==> config.mk <==
export PLATFORM = sky130hd
export DESIGN_NAME = rv32_exec_alu
export DESIGN_NICKNAME = d
export VERILOG_FILES = /design/src/rtl/rv32_pkg.sv /design/src/rtl/rv32_alu_comb.sv /design/src/rtl/rv32_exec_alu.sv
export SDC_FILE = /design/constraint.sdc
export NUM_CORES = 1
export LEC_CHECK = 0
export BUFFER_PORTS_ARGS = -buffer_cell sky130_fd_sc_hd__buf_2
export CAP_MARGIN = 10
export CORE_MARGIN = 10
export CORE_UTILIZATION = 40
export DETAILED_ROUTE_END_ITERATION = 16
export SETUP_SLACK_MARGIN = 0.15
export SLEW_MARGIN = 15
export SYNTH_ARGS = -nofsm -noshare
export SYNTH_HDL_FRONTEND = slang
export SYNTH_SLANG_ARGS = --single-unit
==> constraint.sdc <==
create_clock -name clk -period 5 [get_ports clk]
set_input_delay 0.25 -clock clk [delete_from_list [all_inputs] [get_ports clk]]
set_output_delay 0.25 -clock clk [all_outputs]
set_load 0.03 [all_outputs]
==> src/rtl/rv32_pkg.sv <==
// Shared RV32I execute-stage definitions: operation classes, funct3 encodings
// and branch conditions used by the ALU and its register stage.
package rv32_pkg;

  localparam int XLEN = 32;

  typedef enum logic [1:0] {
    KIND_OP     = 2'd0,
    KIND_ADD    = 2'd1,
    KIND_BRANCH = 2'd2
  } alu_kind_e;

  localparam logic [2:0] F3_ADD_SUB = 3'b000;
  localparam logic [2:0] F3_SLL     = 3'b001;
  localparam logic [2:0] F3_SLT     = 3'b010;
  localparam logic [2:0] F3_SLTU    = 3'b011;
  localparam logic [2:0] F3_XOR     = 3'b100;
  localparam logic [2:0] F3_SRL_SRA = 3'b101;
  localparam logic [2:0] F3_OR      = 3'b110;
  localparam logic [2:0] F3_AND     = 3'b111;

  // Encoded as the branch funct3 so the field can be cast directly.
  typedef enum logic [2:0] {
    BR_EQ  = 3'b000,
    BR_NE  = 3'b001,
    BR_LT  = 3'b100,
    BR_GE  = 3'b101,
    BR_LTU = 3'b110,
    BR_GEU = 3'b111
  } br_cond_e;

endpackage

==> src/rtl/rv32_alu_comb.sv <==
// Combinational RV32I ALU core: next result, signed overflow of the add/sub
// actually performed, and branch condition.
module rv32_alu_comb
  import rv32_pkg::*;
(
  input  logic [1:0]      kind,
  input  logic [2:0]      func3,
  input  logic            alt,
  input  logic            a_zero,
  input  logic [XLEN-1:0] a,
  input  logic [XLEN-1:0] b,
  output logic [XLEN-1:0] next_result,
  output logic            next_overflow,
  output logic            next_taken
);

  logic [XLEN-1:0] a_eff;
  logic [XLEN-1:0] sum;
  logic [XLEN-1:0] diff;
  logic [XLEN-1:0] sra_res;
  logic [4:0]      shamt;
  logic            ovf_add;
  logic            ovf_sub;
  logic            lt_s;
  logic            lt_u;
  logic            eq;

  always_comb begin
    a_eff   = a_zero ? '0 : a;
    shamt   = b[4:0];
    sum     = a_eff + b;
    diff    = a_eff - b;
    sra_res = $signed(a_eff) >>> shamt;
    ovf_add = (a_eff[XLEN-1] == b[XLEN-1]) && (sum[XLEN-1] != a_eff[XLEN-1]);
    ovf_sub = (a_eff[XLEN-1] != b[XLEN-1]) && (diff[XLEN-1] != a_eff[XLEN-1]);
    // True compares; the sign of diff alone is wrong when the subtraction overflows.
    lt_s    = $signed(a_eff) < $signed(b);
    lt_u    = a_eff < b;
    eq      = a_eff == b;

    next_result   = sum;
    next_overflow = ovf_add;
    next_taken    = 1'b0;

    case (alu_kind_e'(kind))
      KIND_OP: begin
        next_overflow = 1'b0;
        case (func3)
          F3_ADD_SUB: begin
            next_result   = alt ? diff : sum;
            next_overflow = alt ? ovf_sub : ovf_add;
          end
          F3_SLL:     next_result = a_eff << shamt;
          F3_SLT:     next_result = {{(XLEN-1){1'b0}}, lt_s};
          F3_SLTU:    next_result = {{(XLEN-1){1'b0}}, lt_u};
          F3_XOR:     next_result = a_eff ^ b;
          F3_SRL_SRA: next_result = alt ? sra_res : (a_eff >> shamt);
          F3_OR:      next_result = a_eff | b;
          default:    next_result = a_eff & b;
        endcase
      end
      KIND_BRANCH: begin
        next_result   = diff;
        next_overflow = ovf_sub;
        case (br_cond_e'(func3))
          BR_EQ:   next_taken = eq;
          BR_NE:   next_taken = !eq;
          BR_LT:   next_taken = lt_s;
          BR_GE:   next_taken = !lt_s;
          BR_LTU:  next_taken = lt_u;
          BR_GEU:  next_taken = !lt_u;
          default: next_taken = 1'b0;
        endcase
      end
      default: begin
        next_result   = sum;
        next_overflow = ovf_add;
      end
    endcase
  end

endmodule

==> src/rtl/rv32_exec_alu.sv <==
// Registered RV32I execute ALU: combinational core plus one output register
// stage with rst > flush > stall > load priority.
module rv32_exec_alu #(
  parameter int XLEN = 32
) (
  input  logic            clk,
  input  logic            rst,
  input  logic            stall,
  input  logic            flush,
  input  logic [1:0]      kind,
  input  logic [2:0]      func3,
  input  logic            alt,
  input  logic            a_zero,
  input  logic [XLEN-1:0] a,
  input  logic [XLEN-1:0] b,
  output logic [XLEN-1:0] result,
  output logic            zero,
  output logic            overflow,
  output logic            branch_taken
);

  logic [XLEN-1:0] next_result;
  logic            next_overflow;
  logic            next_taken;

  rv32_alu_comb u_alu_comb (
    .kind          (kind),
    .func3         (func3),
    .alt           (alt),
    .a_zero        (a_zero),
    .a             (a),
    .b             (b),
    .next_result   (next_result),
    .next_overflow (next_overflow),
    .next_taken    (next_taken)
  );

  // A bubble reads as all-zero, including zero itself.
  always_ff @(posedge clk) begin
    if (rst || flush) begin
      result       <= '0;
      zero         <= 1'b0;
      overflow     <= 1'b0;
      branch_taken <= 1'b0;
    end else if (!stall) begin
      result       <= next_result;
      zero         <= (next_result == '0);
      overflow     <= next_overflow;
      branch_taken <= next_taken;
    end
  end

endmodule

==> results of run 1 <==
==> final cells by class <==
type,instances,area [um2]
fillers,3196,16400
clock inverters,1,5.00
repair buffers,193,1220
flip-flops and latches,35,701
well taps,390,488
clock buffers,6,139
multi-input cells,1487,10400
inverters,121,454
==> through the flow <==
stage | power (mW) | hold slack [ns] | utilization, % | instances
2_1_floorplan | 1.24 | 0.446 | - | 1789
3_3_place_gp | 1.76 | 0.454 | 44.4 | 2226
3_5_place_dp | 1.75 | 0.456 | 44.4 | 2226
4_1_cts | 2.07 | 0.325 | 44.8 | 2233
5_1_grt | 2.23 | 0.347 | 44.8 | 2233
6_report | 2.13 | 0.339 | 44.8 | 2233
==> sequential cells by signal, summed over array words and instances (netlist names) <==
register      flops
overflow          1
zero              1
branch_taken      1
result           32
==> cell families (layout without fill, tap and decap cells) <==
| family | count (synthesis) | count (layout) | synth area share, % |
|---|---|---|---|
| compound gates | 635 | 635 | 35.2 |
| xor+xnor | 40 | 40 | 2.88 |
| fa+ha+maj | 105 | 105 | 10.9 |
| buf+inv | 267 | 321 | 9.14 |
| flops | 35 | 35 | 5.76 |
| mux | 133 | 133 | 13.8 |
| simple gates | 574 | 574 | 22.2 |
==> per-layer routing <==
layer / global-route usage, % / part of all wire, %
met1: 43.5 / 40
met3: 9.19 / 11
met5: 0 / 0
met2: 51.6 / 43
met4: 15.0 / 5.1
==> report_power, final <==
group	internal [mW]	total, mW	switching (mW)	leakage [nW]
sequential	0.292	0.298	0.00602	0.285
combinational	0.507	1.51	1.00	5.19
clock	0.195	0.319	0.124	0.0727
total	0.993	2.13	1.13	5.55
==> how the worst min path moves through the flow <==
| stage | cells past startpoint | endpoint | from |
|---|---|---|---|
| after global placement | 2 | result[7] | result[7] |
| after floorplan | 3 | result[2] | rst |
| after detailed placement | 2 | result[7] | result[7] |
| after CTS | 4 | overflow | rst |
| final | 4 | overflow | rst |
| after global routing | 3 | result[15] | flush |
==> cell usage in the layout (no fill, tap or decap), drive strengths merged, types with 16 or more instances in the layout <==
cell    netlist  layout
nor3         36      36
a21o         16      16
nor2        206     206
nor2b        55      55
o31ai        16      16
nand3        35      35
xnor2        36      36
a31oi        21      21
o22ai        26      26
a21oi       142     142
nor4         20      20
o211ai       36      36
a22oi        16      16
nand2b       17      17
mux2         38      38
o21ai       147     147
a211oi       24      24
nand4        17      17
a221oi       19      19
nand2       135     135
buf          41     193
mux4         22      22
dfxtp        35      35
ha          103     103
mux2i        73      73
o221ai       16      16
inv         119     119
==> critical path: cells and delay by family <==
kind | cells | cell delay [ns]
simple gates | 6 | 1.45
compound gates | 7 | 2.43
buf+inv | 2 | 0.30
fa+ha+maj | 1 | 0.28
==> metrics.md, run 1 <==
| Metric | Value |
|---|---|
| Inserted Clock Buffers | `5` |
| Design area | `13400 um2` |
| Cell variety after synth | `92` |
| Total gr overflow | `0` |
| Row count | `63` |
| H-tree levels | `2` |
| Crit Path Max Fanout | `30` |
| Setup TNS | `0 ns` |
| All-layer global routing usage | `33.8%` |
| Core area | `29800 um2` |
| Effective utilization at floorplan | `40.8%` |
| Antenna violations before repair | `0` |
| Leakage | `5.55 nW` |
| Critical Path AT | `4.74 ns` |
| Die ar. | `37800 um2` |
| Ports | `110` |
| Iter 0 DRT Violations | `1977` |
| Post-DP HPWL | `53800 um` |
| Setup ws final | `0.454 ns` |
| Final wirelength | `68000 um` |
| Measured slew at the worst slew-check pin | `1.22 ns` |
| Hold/Removal Path Class | `input pin to register` |
| Final GP Congestion | `1.03` |
| Clock transition at the registers of the reported paths | `0.06 ns` |
| Final setup skew | `0 ns` |
| RSZ-0062 raised after global routing | `no` |
| Syn Inst Count | `1789` |
| Crit Path Category | `input pin to register` |
| Seq cells post-synth | `35` |
| Syn nets | `1969` |
| Die height | `194 um` |
| Vias in the first global route | `14700` |
| Minimum clock period | `4.55 ns` |
| Post-synth EDFFs | `0` |
| DR vias | `15400` |
| Fin. Hold Viols | `0` |
| Largest net degree at the start of global routing | `74` |
| Warnings from Yosys | `0` |
| CP startpoint | `a_zero` |
| CTS tree | `yes` |
| Setup violators final | `0` |
| Highest Clock Rate | `0.220 GHz` |
| Fin nets | `2023` |
| Root Buffer | `clkbuf_16` |
| WL/cell | `30.4 um` |
| RR Endpoint | `result[23]` |
| CP endpoint kind | `register` |
| Post-CTS sizing | `0` |
| Synth top cells by count | `nor2_1 (206), o21ai_0 (144), a21oi_1 (142), nand2_1 (135), inv_1 (116)` |
| Setup bufs post-CTS | `0` |
| DRC errors left | `0` |
| ANT cells | `0` |
| Async SR Flop Fraction | `0%` |
| Largest stage delay, worst path | `0.65 ns` |
| Slew HR | `18.5%` |
| CP startpoint kind | `input pin` |
| Clk_lat worst skew | `0.28 ns` |
| R2r startpoint | `result[23]` |
| Tcrit/Tclk final | `90.9%` |
| Post-detailed-placement cell area | `13200 um2` |
| Critical path endpoint | `zero` |
| Power per cell area | `159 nW/um2` |
| Clk sinks | `35` |
| Seq/Total Area, Yosys | `5.76%` |
| Ratio of cells with drive above 1 in the final layout | `16.3%` |
| CP Data Required Time | `5.20 ns` |
| VDD IR max | `0.000119 V` |
| Mapped Avg Cell Area | `6.80 um2` |
| Syn-to-layout area delta | `9.83%` |
| DIE WIDTH | `194 um` |
| Global-route wire length before repair | `99400 um` |
| Synth top area cells | `ha_1 (11%), nor2_1 (6.4%), mux2i_1 (6.0%)` |
| DR pass1 iterations | `5` |
| Crit-path cells | `buf_2, buf_12, nor2b_1, ha_1, nor2b_1, o311ai_1, a21oi_1, o2111ai_1, nand2_1, a31oi_1, o221ai_1, a21oi_1, nand4_1, nor4_1, nand4_1, o31ai_2` |
| # port buffers | `109` |
| Worst reg-to-reg path cell count | `2` |
| Synth Cell Area | `12200 um2` |
| Dominant cell by count in the synthesized netlist | `nor2_1` |
| Number of nets still failing antenna checks after routing | `0` |
| Worst slack, placed | `0.384 ns` |
| Hold buffer count at cts | `0` |
| DR vias/cell | `6.88` |
| Most used DFF post-synth | `dfxtp_1` |
| Max Cap Viol | `0` |
| CP max stage cell | `o311ai_1` |
| Outcome | `finished clean` |
| Synth top area share | `10.6%` |
| Count of pins over their slew limit | `0` |
| Post-synth top area cell | `ha_1` |
| Register-to-Register Setup Slack | `4.27 ns` |
| Clk buf depth | `2` |
(Power assumes the default switching activity.)
==> run 2: changes to the inputs <==
--- a/config.mk
+++ b/config.mk
@@ -5,13 +5,14 @@
 export SDC_FILE = /design/constraint.sdc
 export NUM_CORES = 1
 export LEC_CHECK = 0
-export BUFFER_PORTS_ARGS = -buffer_cell sky130_fd_sc_hd__buf_2
 export CAP_MARGIN = 10
 export CORE_MARGIN = 10
 export CORE_UTILIZATION = 40
 export DETAILED_ROUTE_END_ITERATION = 16
+export DONT_BUFFER_PORTS = 1
+export PLACE_DENSITY = 0.53
 export SETUP_SLACK_MARGIN = 0.15
-export SLEW_MARGIN = 15
+export SLEW_MARGIN = 20
 export SYNTH_ARGS = -nofsm -noshare
 export SYNTH_HDL_FRONTEND = slang
 export SYNTH_SLANG_ARGS = --single-unit
==> run 2 against run 1 <==
  * Critical endpoint unchanged
  * Design area shrank 6.9%
  * Largest cell class unchanged
  * Sequential cell count is the same
  * Maximum frequency grew 8.4%
==> metrics.md, run 2 (synthesis results as in run 1) <==
| Metric | Value |
|---|---|
| Outcome | `finished clean` |
| Hold/Removal Path Class | `input pin to register` |
| RSZ-0062 raised after global routing | `no` |
| Number of nets still failing antenna checks after routing | `0` |
| Setup bufs post-CTS | `0` |
| Setup TNS | `0 ns` |
| DRC errors left | `0` |
| Row count | `63` |
| DIE WIDTH | `194 um` |
| Ratio of cells with drive above 1 in the final layout | `8.48%` |
| Inserted Clock Buffers | `5` |
| Fill count | `3223` |
| Power per cell area | `157 nW/um2` |
| Die ar. | `37800 um2` |
| Setup violators final | `0` |
| Count of pins over their slew limit | `0` |
| Minimum clock period | `4.19 ns` |
| ANT cells | `0` |
| Worst hold margin | `0.106 ns` |
| VDD IR max | `0.000138 V` |
| CP startpoint kind | `input pin` |
| Largest Register | `result` |
| Antenna violations before repair | `2` |
| Ports | `110` |
| Area taken by multi-input logic gates | `10400 um2` |
| CTS tree | `yes` |
| Final setup skew | `0 ns` |
| Iter 0 DRT Violations | `1950` |
| DR pass1 iterations | `7` |
| Commonest cells after routing, fill and taps aside | `nor2_1 (205), o21ai_0 (144), a21oi_1 (142)` |
| All-layer global routing usage | `33.3%` |
| Clk sinks | `35` |
| Largest stage delay, worst path | `0.68 ns` |
| DR vias/cell | `7.00` |
| Slew HR | `16.0%` |
| Hold buffer count at cts | `0` |
| Max Cap Viol | `0` |
| Post-DP HPWL | `51500 um` |
| Largest net degree at the start of global routing | `100` |
| Root Buffer | `clkbuf_16` |
| DR vias | `14500` |
| WL/cell | `32.1 um` |
| Highest Clock Rate | `0.239 GHz` |
| Total chip power | `1.95 mW` |
| Crit Path Category | `input pin to register` |
| Measured slew at the worst slew-check pin | `1.26 ns` |
| Final GP Congestion | `1.04` |
| Critical Path AT | `4.40 ns` |
| Core area | `29800 um2` |
| Bufs and invs on worst path | `0` |
| Crit Path Max Fanout | `69` |
| H-tree levels | `2` |
| Seq. cell area | `701 um2` |
| Total gr overflow | `0` |
| Effective utilization at floorplan | `40.8%` |
| Global-route wire length before repair | `97400 um` |
| Crit-path cells | `nor2b_1, ha_1, or2_2, or3_1, nor2_1, o211ai_1, a311oi_1, nor2_1, xnor2_1, a221oi_1, o21ai_0, nor2b_1, nand4_1, o31ai_2` |
| Die height | `194 um` |
| CP endpoint kind | `register` |
| Clk_lat worst skew | `0.29 ns` |
| Delay-heaviest family, CP | `simple AND/OR/NAND/NOR gates` |
| Syn-to-layout area delta | `2.21%` |
| Clock transition at the registers of the reported paths | `0.06 ns` |
| Fin nets | `1865` |
| Most common cell after layout, fill and taps aside | `nor2_1` |
| Post-CTS sizing | `0` |
| CP max stage cell | `a311oi_1` |
| Fin. Hold Viols | `0` |
| # port buffers | `0` |
| Vias in the first global route | `13700` |
| CP Data Required Time | `5.21 ns` |
| Max reg flops | `32` |
| Leakage | `4.84 nW` |
| Final wirelength | `66600 um` |
| Clk buf depth | `2` |
| Tcrit/Tclk final | `83.8%` |
run 2: through the flow:
step	setup WS (ns)	cells	instance area, um2	util (%)
final	0.808	2076	12400	41.7
after global routing	0.660	2076	12400	41.7
after global placement	0.659	2068	12300	41.2
after floorplan	0.358	1789	12200	-
after detailed placement	0.677	2068	12300	41.2
after CTS	0.970	2076	12400	41.7
run 2: final timing paths:
| check | start | to | slack [ns] | cells after the start |
|---|---|---|---|---|
| setup / recovery | a_zero | zero | 0.81 | 14 |
| hold / removal | stall | result[14] | 0.11 | 2 |
| setup reg to reg | result[31] | result[31] | 4.05 | 2 |
| hold reg to reg | result[1] | result[1] | 0.63 | 2 |
run 2: final cells by class:
cell class | instances | share of cell area (%)
multi-input cells | 1487 | 83.3
flip-flops and latches | 35 | 5.63
well taps | 390 | 3.92
inverters | 121 | 3.65
repair buffers | 35 | 2.11
clock buffers | 6 | 1.12
clock inverters | 2 | 0.282
run 2: per-layer routing:
metal  track usage [%]  vias to the layer above  part of all wire (%)
met5                 0                        -                     0
met1              44.2                     7075                    41
met4              16.7                        0                   5.8
li1                  -                     6409                     -
met3              6.44                      163                   9.9
met2              50.0                      879                    43
run 2: where the power goes:
part	switching, mW	total, mW	internal (mW)	leakage [nW]
registers	0.0356	0.328	0.292	0.285
logic	0.809	1.25	0.445	4.47
clock network	0.123	0.371	0.248	0.0868
